File: src/rtl/rv_mc_ctrl.sv
// rv_mc_ctrl: multi-cycle RV32I control sequencer (FETCH/DECODE/EXEC/MEM/WB).
// Define RV_MC_ILLEGAL_TRAP_EN to trap on illegal opcodes instead of retiring them as NOPs.
module rv_mc_ctrl (
  input  logic        clk,
  input  logic        rst,
  input  logic [31:0] instr,
  input  logic        mem_ready,
  input  logic        branch_taken,
  output logic        mem_req,
  output logic        mem_we,
  output logic        ir_we,
  output logic        pc_we,
  output logic        pc_sel,
  output logic        reg_we,
  output logic [2:0]  imm_sel,
  output logic [2:0]  state,
  output logic        illegal,
  output logic [31:0] instret
);
  typedef enum logic [2:0] {FETCH, DECODE, EXEC, MEM, WB, TRAP} state_t;
  localparam logic [6:0] OP_OP = 7'b0110011, OP_IMM = 7'b0010011, OP_LD = 7'b0000011,
    OP_ST = 7'b0100011, OP_LUI = 7'b0110111, OP_AUIPC = 7'b0010111, OP_BR = 7'b1100011,
    OP_JAL = 7'b1101111, OP_JALR = 7'b1100111, OP_FENCE = 7'b0001111, OP_SYS = 7'b1110011;
  state_t state_q, state_d;
  logic [6:0] opcode_q, opcode_d, op;
  logic illegal_q, illegal_d;
  logic [31:0] instret_q;
  logic is_ld, is_st, is_br, is_jmp, is_nop, is_legal;
  logic unused_instr;
  assign unused_instr = ^instr[31:7];
  // DECODE sees the opcode straight from the IR; later states use the latched copy
  assign op = (state_q == DECODE) ? instr[6:0] : opcode_q;
  assign is_ld = op == OP_LD;
  assign is_st = op == OP_ST;
  assign is_br = op == OP_BR;
  assign is_jmp = op == OP_JAL || op == OP_JALR;
  assign is_nop = op == OP_FENCE || op == OP_SYS;
  assign is_legal = is_ld || is_st || is_br || is_jmp || op == OP_OP || op == OP_IMM ||
                    op == OP_LUI || op == OP_AUIPC;
  assign state = state_q;
  assign illegal = illegal_q;
  assign instret = instret_q;
  assign imm_sel = (state_q == FETCH) ? 3'd7 :
                   (op == OP_IMM || is_ld || op == OP_JALR) ? 3'd0 :
                   is_st ? 3'd1 :
                   is_br ? 3'd2 :
                   (op == OP_LUI || op == OP_AUIPC) ? 3'd3 :
                   (op == OP_JAL) ? 3'd4 : 3'd7;
  always_comb begin
    state_d = state_q;
    opcode_d = opcode_q;
    illegal_d = illegal_q;
    mem_req = 1'b0;
    mem_we = 1'b0;
    ir_we = 1'b0;
    pc_we = 1'b0;
    pc_sel = 1'b0;
    reg_we = 1'b0;
    case (state_q)
      FETCH: begin
        mem_req = 1'b1;
        ir_we = mem_ready;
        state_d = mem_ready ? DECODE : FETCH;
      end
      DECODE: begin
        opcode_d = instr[6:0];
        if (is_legal) state_d = EXEC;
        else if (is_nop) begin
          pc_we = 1'b1;
          state_d = FETCH;
        end else begin
          illegal_d = 1'b1;
`ifdef RV_MC_ILLEGAL_TRAP_EN
          state_d = TRAP;
`else
          pc_we = 1'b1;
          state_d = FETCH;
`endif
        end
      end
      EXEC: begin
        if (is_br || is_jmp) begin
          pc_we = 1'b1;
          pc_sel = is_jmp | branch_taken;
          reg_we = is_jmp;
          state_d = FETCH;
        end else state_d = (is_ld || is_st) ? MEM : WB;
      end
      MEM: begin
        mem_req = 1'b1;
        mem_we = is_st;
        pc_we = mem_ready & is_st;
        if (mem_ready) state_d = is_st ? FETCH : WB;
      end
      WB: begin
        reg_we = 1'b1;
        pc_we = 1'b1;
        state_d = FETCH;
      end
      TRAP: state_d = TRAP;
      default: state_d = FETCH;
    endcase
    // keep the memory port quiet while reset is held
    if (rst) begin
      mem_req = 1'b0;
      mem_we = 1'b0;
      ir_we = 1'b0;
    end
  end
  always_ff @(posedge clk or posedge rst) begin
    if (rst) begin
      state_q <= FETCH;
      opcode_q <= '0;
      illegal_q <= 1'b0;
      instret_q <= '0;
    end else begin
      state_q <= state_d;
      opcode_q <= opcode_d;
      illegal_q <= illegal_d;
      if (pc_we) instret_q <= instret_q + 32'd1;
    end
  end
endmodule

File: config.mk
export PLATFORM = sky130hd
export DESIGN_NAME = rv_mc_ctrl
export DESIGN_NICKNAME = d
export VERILOG_FILES = /design/src/rtl/rv_mc_ctrl.sv
export SDC_FILE = /design/constraint.sdc
export NUM_CORES = 1
export LEC_CHECK = 0
export BUFFER_PORTS_ARGS = -buffer_cell sky130_fd_sc_hd__buf_2
export CELL_PAD_IN_SITES_DETAIL_PLACEMENT = 1
export CELL_PAD_IN_SITES_GLOBAL_PLACEMENT = 1
export CORE_MARGIN = 1.5
export CORE_UTILIZATION = 41
export DETAILED_ROUTE_END_ITERATION = 8
export PLACE_DENSITY_LB_ADDON = 0.25
export REMOVE_ABC_BUFFERS = 1
export SETUP_SLACK_MARGIN = 0.1
export SKIP_CTS_REPAIR_TIMING = 1
export SYNTH_ARGS = -nofsm -noshare
export SYNTH_HDL_FRONTEND = slang
export SYNTH_SLANG_ARGS = --single-unit
File: constraint.sdc
create_clock -name clk -period 4.4 [get_ports clk]
set_input_delay 0.44 -clock clk [delete_from_list [all_inputs] [get_ports clk]]
set_output_delay 0.44 -clock clk [all_outputs]
set_load 0.01 [all_outputs]
==> metrics, run 1 <==
outcome finished clean; clk buf depth 2; most frequent cell after synthesis dfrtp_1; RD Place Congestion 0.7660; Tot GR Track Use 20.97%; DRT iter0 DRCs ~140; Clock Tree Root clkbuf_8; YS warnings 0; crit path capture type output port; number of enable flip-flop cells after synthesis 0; CTS Sinks 43; clock skew 0.005975 ns; Worst Path Required 3.96 ns; Post-route DRC 0; Pwr Density 445.2 nW/um^2; Final HPWL DP 4714 um; period utilization between 70% and 80%; layout cells sized above 1 23.58%; Worst-Margin Slew approximately 0.9 ns; Final min period 3.286 ns; Ports between 80 and 90; top post-synthesis cells by count 43 x dfrtp_1, 29 x nand2_1, 28 x xor2_1; main area contributors after synthesis dfrtp_1 42%, xor2_1 9.6%, nand2_1 4.2%, a311oi_1 4.1%, nand4_1 3.2%; Initial Utilization roughly 43%; wire length per cell approximately 17 um; FFs w/ async S/R, synth 100.0%; total grt overflow 0; ANT nets after route 0; TritonCTS clock tree built; CP arrival 2.85 ns; Hold Worst Slack 0.2949 ns; Reg-to-Reg Start state[1]; die area 6743 sq um; setup slack, reg-to-reg 1.42 ns; TNS Setup 0 ns; synth unique cells 52; count of input and output buffers 55; Layout Utilization between 40% and 50%; Reg clk slew, reported paths 0.08 ns; Rows 28; pin count of the biggest net entering global routing 46; Max Clock Freq 304.3 MHz; leading area contributor after synthesis dfrtp_1; RSZ-0062 raised after global routing false; Syn Inst Count 266; global-route wire length before repair 10,850 um; DR vias approximately 2,300; vias per cell 5.786; core area ~6000 sq um; startpoint class of the critical path flip-flop; average size of a mapped cell ~9.6 sq um; clock latency on the worst-skew pair 0.30 ns; mapped cell area 2566 sq um; Die Y-Extent 82.12 um; Fill cells between 700 and 800; vias in the first global route 2,222; pins over their slew limit 0; Die X 82.12 um; initial antenna violation count 0; CTS Buf Count 5; nets ~350; Synth top area share 41.93%; r2r endpoint instret[25]; Hold WC Path Type input port to async pin; maxcap violations 0; Lkg Pwr 1.161 nW; critical path class flip-flop to output port; Pre-antenna DRT Iters 4; final setup fails 0; worst slack, placed ~1.4 ns; worst ir drop on vdd between 200 and 250 uV; final WL around 6700 um; Final WS setup 1.114 ns; Slew headroom 39.29%; reg2reg path depth 5; ys flop type dfrtp_1; htree depth 2; Hold Fails Final Rpt 0; critical path peak fanout 18; area delta synth->final 15.70%; Yosys reg bits 43; n_diodes 0; sequential area share after synthesis 41.93%
[cell families (layout without fill, tap and decap cells)]
family	Yosys count	in the layout	share of synthesized area, %
xor gates and xnor gates	32	32	10.92
and+or+nand+nor	120	120	28.33
adders and majority gates	1	1	0.4875
AOI/OAI and AO/OA	40	40	11.80
buffers and inverters	25	77	4.486
muxes	5	5	2.048
DFF	43	43	41.93
[worst max path at each step]
stage / from / end / slack [ns]
after floorplan: state[1] / pc_we / 1.75
after global placement: state[0] / pc_we / 1.48
after detailed placement: state[1] / instret[25] / 1.42
after CTS: state[1] / pc_we / 1.09
after global routing: state[1] / pc_we / 0.96
final: state[1] / pc_we / 1.11
[final cells by class]
type	instances	area, sq um	share of cell area (%)
multi-input cells	198	1375	46.31
flip-flops and latches	43	1076	36.24
repair buffers	58	297.8	10.03
well taps	75	93.84	3.161
clock buffers	6	72.57	2.444
inverters	11	41.29	1.391
clock inverters	2	12.51	0.4214
[critical path: stages (launching register included)]
cell     delay, ns
dfrtp_1       0.71
and4b_1       0.29
nand4_1       0.50
o211a_1       0.66
inv_1         0.22
buf_2         0.16
[sequential cells by signal, summed over array words and instances, names as in the netlist]
register	cells
illegal	1
instret	32
opcode_q	7
state	3
[power breakdown]
group | total (mW) | internal [mW] | leakage (nW) | switching, mW
clock network | 0.254 | 0.111 | 0.0412 | 0.143
logic | 0.476 | 0.177 | 0.657 | 0.299
registers | 0.592 | 0.475 | 0.463 | 0.117
total | 1.32 | 0.763 | 1.16 | 0.558
[cells in the final DEF, fill, tap and decap left out, types with 4 or more instances in the layout]
master / instances
a21oi_1: 5
xnor2_1: 4
nor2b_1: 4
o21ai_0: 5
nor3_1: 9
nand3_1: 13
nand4_1: 13
dfrtp_1: 43
nand2_1: 29
nand2b_1: 6
xor2_1: 28
inv_1: 10
buf_2: 55
clkbuf_8: 5
nor4_1: 5
nor2_1: 14
a311oi_1: 12
[metrics by stage]
| step | instances | area (sq um) | power, mW |
|---|---|---|---|
| after detailed placement | 385 | 2884 | 1.080 |
| after CTS | 393 | 2969 | 1.338 |
| after floorplan | 252 | 2492 | 0.8904 |
| after global placement | 385 | 2884 | 1.062 |
| final | 393 | 2969 | 1.322 |
| after global routing | 393 | 2969 | 1.418 |
[routing by layer]
layer  vias to the layer above  part of all wire, %  global-route usage (%)
li1                       1089                    -                       -
met1                      1134                   47                   27.98
met2                        47                   49                   35.08
met3                         4                  3.9                   3.626
met4                         0                 0.66                   5.593
met5                         -                    0                       0
Power figures use the tool's default switching activity.
==> run 2: changes to the inputs <==
CORE_UTILIZATION = 38   (was 41)
clock period = 3.3 ns   (was 4.4 ns; I/O delays follow)
==> metrics, run 2 (synthesis gave the netlist of run 1 again) <==
CP arrival 2.68 ns (-0.17 ns); RSZ-0062 raised after global routing false; TNS Setup 0 ns (unchanged); Flop pwr share 41.2% (-3.6 points); count of input and output buffers 55 (unchanged); startpoint class of the critical path flip-flop; switching share of total power 40.44% (-1.8 points); Final WS setup 0.2902 ns (-0.8238 ns); layout cells sized above 1 24.46% (+0.87 points); die area 7255 sq um (+7.6%); initial antenna violation count 0 (unchanged); Slew headroom 44.82% (+5.5 points); Fill cells 773 (+5.0%); violated checks design-rule violations; Hold Worst Slack 0.2750 ns (-0.01987 ns); reg2reg path depth 5 (unchanged); clock latency on the worst-skew pair 0.30 ns (about the same); Post-route DRC 2 (+2); critical path class flip-flop to output port; final WL 6806 um (+1.4%); RD Place Congestion 0.8080 (+5.5%); Min-Delay Endpoint opcode_q[1]; Critical Path Slowest Stage Cell or3b_1; CTS Buf Count 5 (unchanged); vias per cell 5.760 (-0.45%); nets 359 (+1.4%); CTS Sinks 43 (unchanged); ANT nets after route 0 (unchanged); clk buf depth 2 (unchanged); clock network fraction of design power 22.8% (+3.6 points); worst slack, placed 0.5428 ns (-0.8731 ns); crit path capture type output port; clock skew 0.007536 ns (+0.001560 ns); Final min period 3.010 ns; Pwr Density 610.5 nW/um^2 (+37%); Rows 29 (+3.6%); Tot Pwr 1.855 mW (+40%); Initial Utilization 39.96% (-2.9 points); Pre-antenna DRT Iters 6 (+2); most frequent cells in the layout 55 x buf_2, 43 x dfrtp_1, 29 x nand2_1; Reg-to-Reg Start state[1]; Final HPWL DP 4802 um (+1.9%); final setup fails 0 (unchanged); TritonCTS clock tree built; Worst-Margin Slew 0.8252 ns (-0.08282 ns); Max Clock Freq around 330 MHz; r2r endpoint instret[22]; min-delay src instr[1]; pins over their slew limit 0 (unchanged); WHS Path Cells 3; core area 6422 sq um (+7.2%); Buf/Inv on CP 2 (unchanged); Largest stage delay, worst path 0.64 ns (-0.07 ns); max reg flops 32 (unchanged); setup slack, reg-to-reg 0.54 ns (-0.88 ns); total grt overflow 0 (unchanged); Die X 85.18 um (+3.7%); Die Y-Extent 85.18 um (+3.7%); Hold Fails Final Rpt 0 (unchanged); Worst Path Required 2.97 ns (-0.99 ns); Hold WC Path Type input port to flip-flop; maxcap violations 0 (unchanged); global-route wire length before repair 11,410 um (+5.2%); critical path peak fanout 18 (unchanged); vias in the first global route 2,323 (+4.5%); Pint 1.105 mW (+45%); logic gate share of total power 36.0% (about the same); outcome finished with violations; DRT iter0 DRCs 65 (-55%); Lkg Pwr 1.199 nW (+3.3%); Cell Chain, Critical Path or3b_1, a21o_1, o211a_1, inv_1, buf_2; wire length per cell 17.02 um (-0.33%); critical path's top delay family compound AO/OA/AOI/OAI gates; placed cell count 391 (+1.6%); Finished Layout Cells 400 (+1.8%); htree depth 2 (unchanged); period utilization between 90% and 100%; worst ir drop on vdd 290.3 uV (+23%); NetSw 0.7503 mW (+34%); n_diodes 0 (unchanged); pin count of the biggest net entering global routing 41 (-11%); commonest non-fill, non-tap cell in the layout buf_2; DR vias 2,304 (+1.3%); Ports 81 (unchanged); Clock Tree Root clkbuf_8; Reg clk slew, reported paths 0.08 ns (about the same); Tot GR Track Use 19.51% (-1.5 points); area delta synth->final 18.43%
## run 2: how the worst max path moves through the flow
stage,start,endpoint,slack [ns],cells past startpoint
after detailed placement,state[1],instret[22],0.54,5
final,state[1],pc_we,0.29,5
after global routing,state[1],pc_we,0.10,5
after floorplan,state[1],instret[1],0.66,5
after global placement,state[1],instret[25],0.61,5
after CTS,state[1],pc_we,0.25,5
## run 2: power by group through the flow
stage / logic [mW] / clock network (mW) / registers [mW]
after floorplan: 0.398 / 0 / 0.789
after detailed placement: 0.674 / 0 / 0.778
after CTS: 0.678 / 0.431 / 0.767
after global routing: 0.745 / 0.447 / 0.786
after global placement: 0.652 / 0 / 0.772
final: 0.667 / 0.423 / 0.765
## run 2: worst register-to-register path, delay by kind of cell (launching register included)
family | cells | cell delay (ns)
AOI/OAI and AO/OA | 2 | 0.76
DFF | 1 | 0.58
xor gates and xnor gates | 1 | 0.18
and+or+nand+nor | 2 | 1.17
## run 2: metrics by stage
stage	utilization (%)	area, sq um
6_report	47.32	3039
5_1_grt	47.32	3039
4_1_cts	47.17	3029
3_5_place_dp	45.41	2917
3_3_place_gp	45.41	2917
2_1_floorplan	-	2492
## run 2: area by class of cell
| class | instances | area, sq um | share of cell area, % |
|---|---|---|---|
| inverters | 11 | 41.29 | 1.359 |
| clock inverters | 3 | 43.79 | 1.441 |
| multi-input cells | 198 | 1375 | 45.25 |
| clock buffers | 5 | 68.82 | 2.264 |
| repair buffers | 63 | 337.8 | 11.12 |
| flip-flops and latches | 43 | 1076 | 35.41 |
| well taps | 77 | 96.34 | 3.170 |
## run 2: metal layers
layer  global-route usage (%)  vias up  wire length [um]
li1                         -     1085                 -
met1                    25.69     1166              3208
met2                    33.55       44              3279
met3                    2.724        9               240
met4                    5.365        0                78
met5                        0        -                 0
==> run 3: changes to the inputs <==
clock period = 3.4 ns   (was 3.3 ns; I/O delays follow)
==> metrics, run 3 (synthesis gave the netlist of run 1 again) <==
outcome finished with violations; violated checks design-rule violations; logic gate share of total power 35.4% (-0.6 points); reg2reg path depth 5 (unchanged); Worst Path Required 3.06 ns (+0.09 ns); WHS Path Cells 3 (unchanged); CTS Sinks 43 (unchanged); Clock Tree Root clkbuf_8; Lkg Pwr 1.188 nW (-0.91%); Slew headroom 41.98% (-2.8 points); RSZ-0062 raised after global routing false; met2 WL post-DR 3159 um (-3.7%); vias per cell 5.666 (-1.6%); wire length per cell 16.17 um (-5.0%); Tot GR Track Use 18.21% (-1.3 points); DRT iter0 DRCs 96 (+48%); Worst-Margin Slew 0.8677 ns (+0.04246 ns); DR vias 2,255 (-2.1%); startpoint class of the critical path flip-flop; core area 6422 sq um (unchanged); commonest non-fill, non-tap cell in the layout buf_2; total grt overflow 0 (unchanged); max reg flops 32 (unchanged); maxcap violations 0 (unchanged); Pint 1.069 mW (-3.2%); critical path's top delay family compound AO/OA/AOI/OAI gates; Pwr Density 591.3 nW/um^2 (-3.1%); area delta synth->final 17.84%; nets 357 (-0.56%); NetSw 0.7186 mW (-4.2%); Die Y-Extent 85.18 um (unchanged); pin count of the biggest net entering global routing 41 (unchanged); DR top layer met4; critical path class flip-flop to output port; Final HPWL DP 4569 um (-4.8%); clock network fraction of design power 22.8% (about the same); initial antenna violation count 0 (unchanged); setup slack, reg-to-reg 0.67 ns (+0.13 ns); pins over their slew limit 0 (unchanged); clock skew 0.008695 ns (+0.001159 ns); period utilization 88.34%; CP arrival 2.66 ns (-0.02 ns); htree depth 2 (unchanged); Critical Path Slowest Stage Cell or3b_1; TNS Setup 0 ns (unchanged); r2r endpoint instret[21]; n_diodes 0 (unchanged); vias in the first global route 2,173 (-6.5%); Ports 81 (unchanged); worst ir drop on vdd 306.4 uV (+5.6%); die area 7255 sq um (unchanged); Reg clk slew, reported paths 0.08 ns (about the same); global-route wire length before repair 10,690 um (-6.3%); crit path capture type output port; Hold Worst Slack 0.3013 ns (+0.02627 ns); Post-route DRC 2 (unchanged); Fill cells 766 (-0.91%); Pre-antenna DRT Iters 6 (unchanged); Min-Delay Endpoint opcode_q[1]; Die X 85.18 um (unchanged); CTS Buf Count 5 (unchanged); switching share of total power 40.19% (-0.25 points); routed length on met1 3036 um (-5.4%); Hold WC Path Type input port to flip-flop; Hold Fails Final Rpt 0 (unchanged); min-delay src instr[1]; clk buf depth 2 (unchanged); Cell Chain, Critical Path or3b_1, a21o_1, o211a_1, inv_1, buf_2; Largest stage delay, worst path 0.63 ns (about the same); Final min period ~3.0 ns; most frequent cells in the layout 55 x buf_2, 43 x dfrtp_1, 29 x nand2_1; count of input and output buffers 55 (unchanged); met3 WL post-DR 209 um (-13%); Max Clock Freq ~330 MHz; TritonCTS clock tree built; Flop pwr share 41.9% (+0.7 points); register area 1076 sq um (unchanged); Reg-to-Reg Start state[1]; final setup fails 0 (unchanged); multi-input logic area 1375 sq um (unchanged); Initial Utilization 39.96% (unchanged); layout cells sized above 1 23.99% (-0.47 points); Rows 29 (unchanged); clock latency on the worst-skew pair 0.30 ns (about the same); critical path peak fanout 18 (unchanged); final WL 6435 um (-5.5%); Buf/Inv on CP 2 (unchanged); RD Place Congestion 0.8239 (+2.0%); ANT nets after route 0 (unchanged)
-- run 3: cell count changes in the layout (fill, tap and decap cells not counted), sizes merged --
cell | previous run | this run
buf | 62 | 60
-- run 3: routing by layer --
metal,vias up,track usage (%)
met3,2,2.918
li1,1086,-
met1,1126,24.59
met2,41,30.45
met5,-,0
met4,0,4.769
-- run 3: how the worst max path moves through the flow --
stage                     startpoint     endpoint  slack (ns)  cells after the start
after floorplan             state[1]   instret[1]        0.76                      5
after global placement      state[1]   instret[7]        0.72                      5
after detailed placement    state[1]  instret[21]        0.71                      5
after CTS                   state[1]        pc_we        0.38                      5
after global routing        state[1]        pc_we        0.22                      5
final                       state[1]        pc_we        0.40                      5
-- run 3: through the flow --
stage | cells | utilization (%) | area (sq um) | worst slack [ns] | total power, mW
after floorplan | 252 | - | 2492 | 0.7576 | 1.152
after global placement | 389 | 45.18 | 2902 | 0.7160 | 1.380
after detailed placement | 389 | 45.18 | 2902 | 0.7075 | 1.394
after CTS | 397 | 46.93 | 3014 | 0.3759 | 1.810
after global routing | 398 | 47.09 | 3024 | 0.2224 | 1.909
final | 398 | 47.09 | 3024 | 0.3964 | 1.788
-- run 3: power by group through the flow --
| stage | registers (mW) | logic [mW] | clock network, mW |
|---|---|---|---|
| finish | 0.748 | 0.632 | 0.407 |
| global route | 0.774 | 0.701 | 0.435 |
| CTS | 0.751 | 0.641 | 0.417 |
| detailed placement | 0.759 | 0.635 | 0 |
| global placement | 0.755 | 0.625 | 0 |
| floorplan | 0.766 | 0.386 | 0 |
-- run 3: cell type report --
class,instances,area share (%)
Clock buffer,5,2.276
Clock inverter,3,1.448
Timing Repair Buffer,61,10.67
Inverter,11,1.365
Sequential cell,43,35.58
Tap cell,77,3.186
Multi-Input combinational cell,198,45.47
-- run 3: tightest hold or removal path: cells and delay by family --
family        cells  cell delay [ns]
buf+inv           1             0.12
simple gates      2             0.10
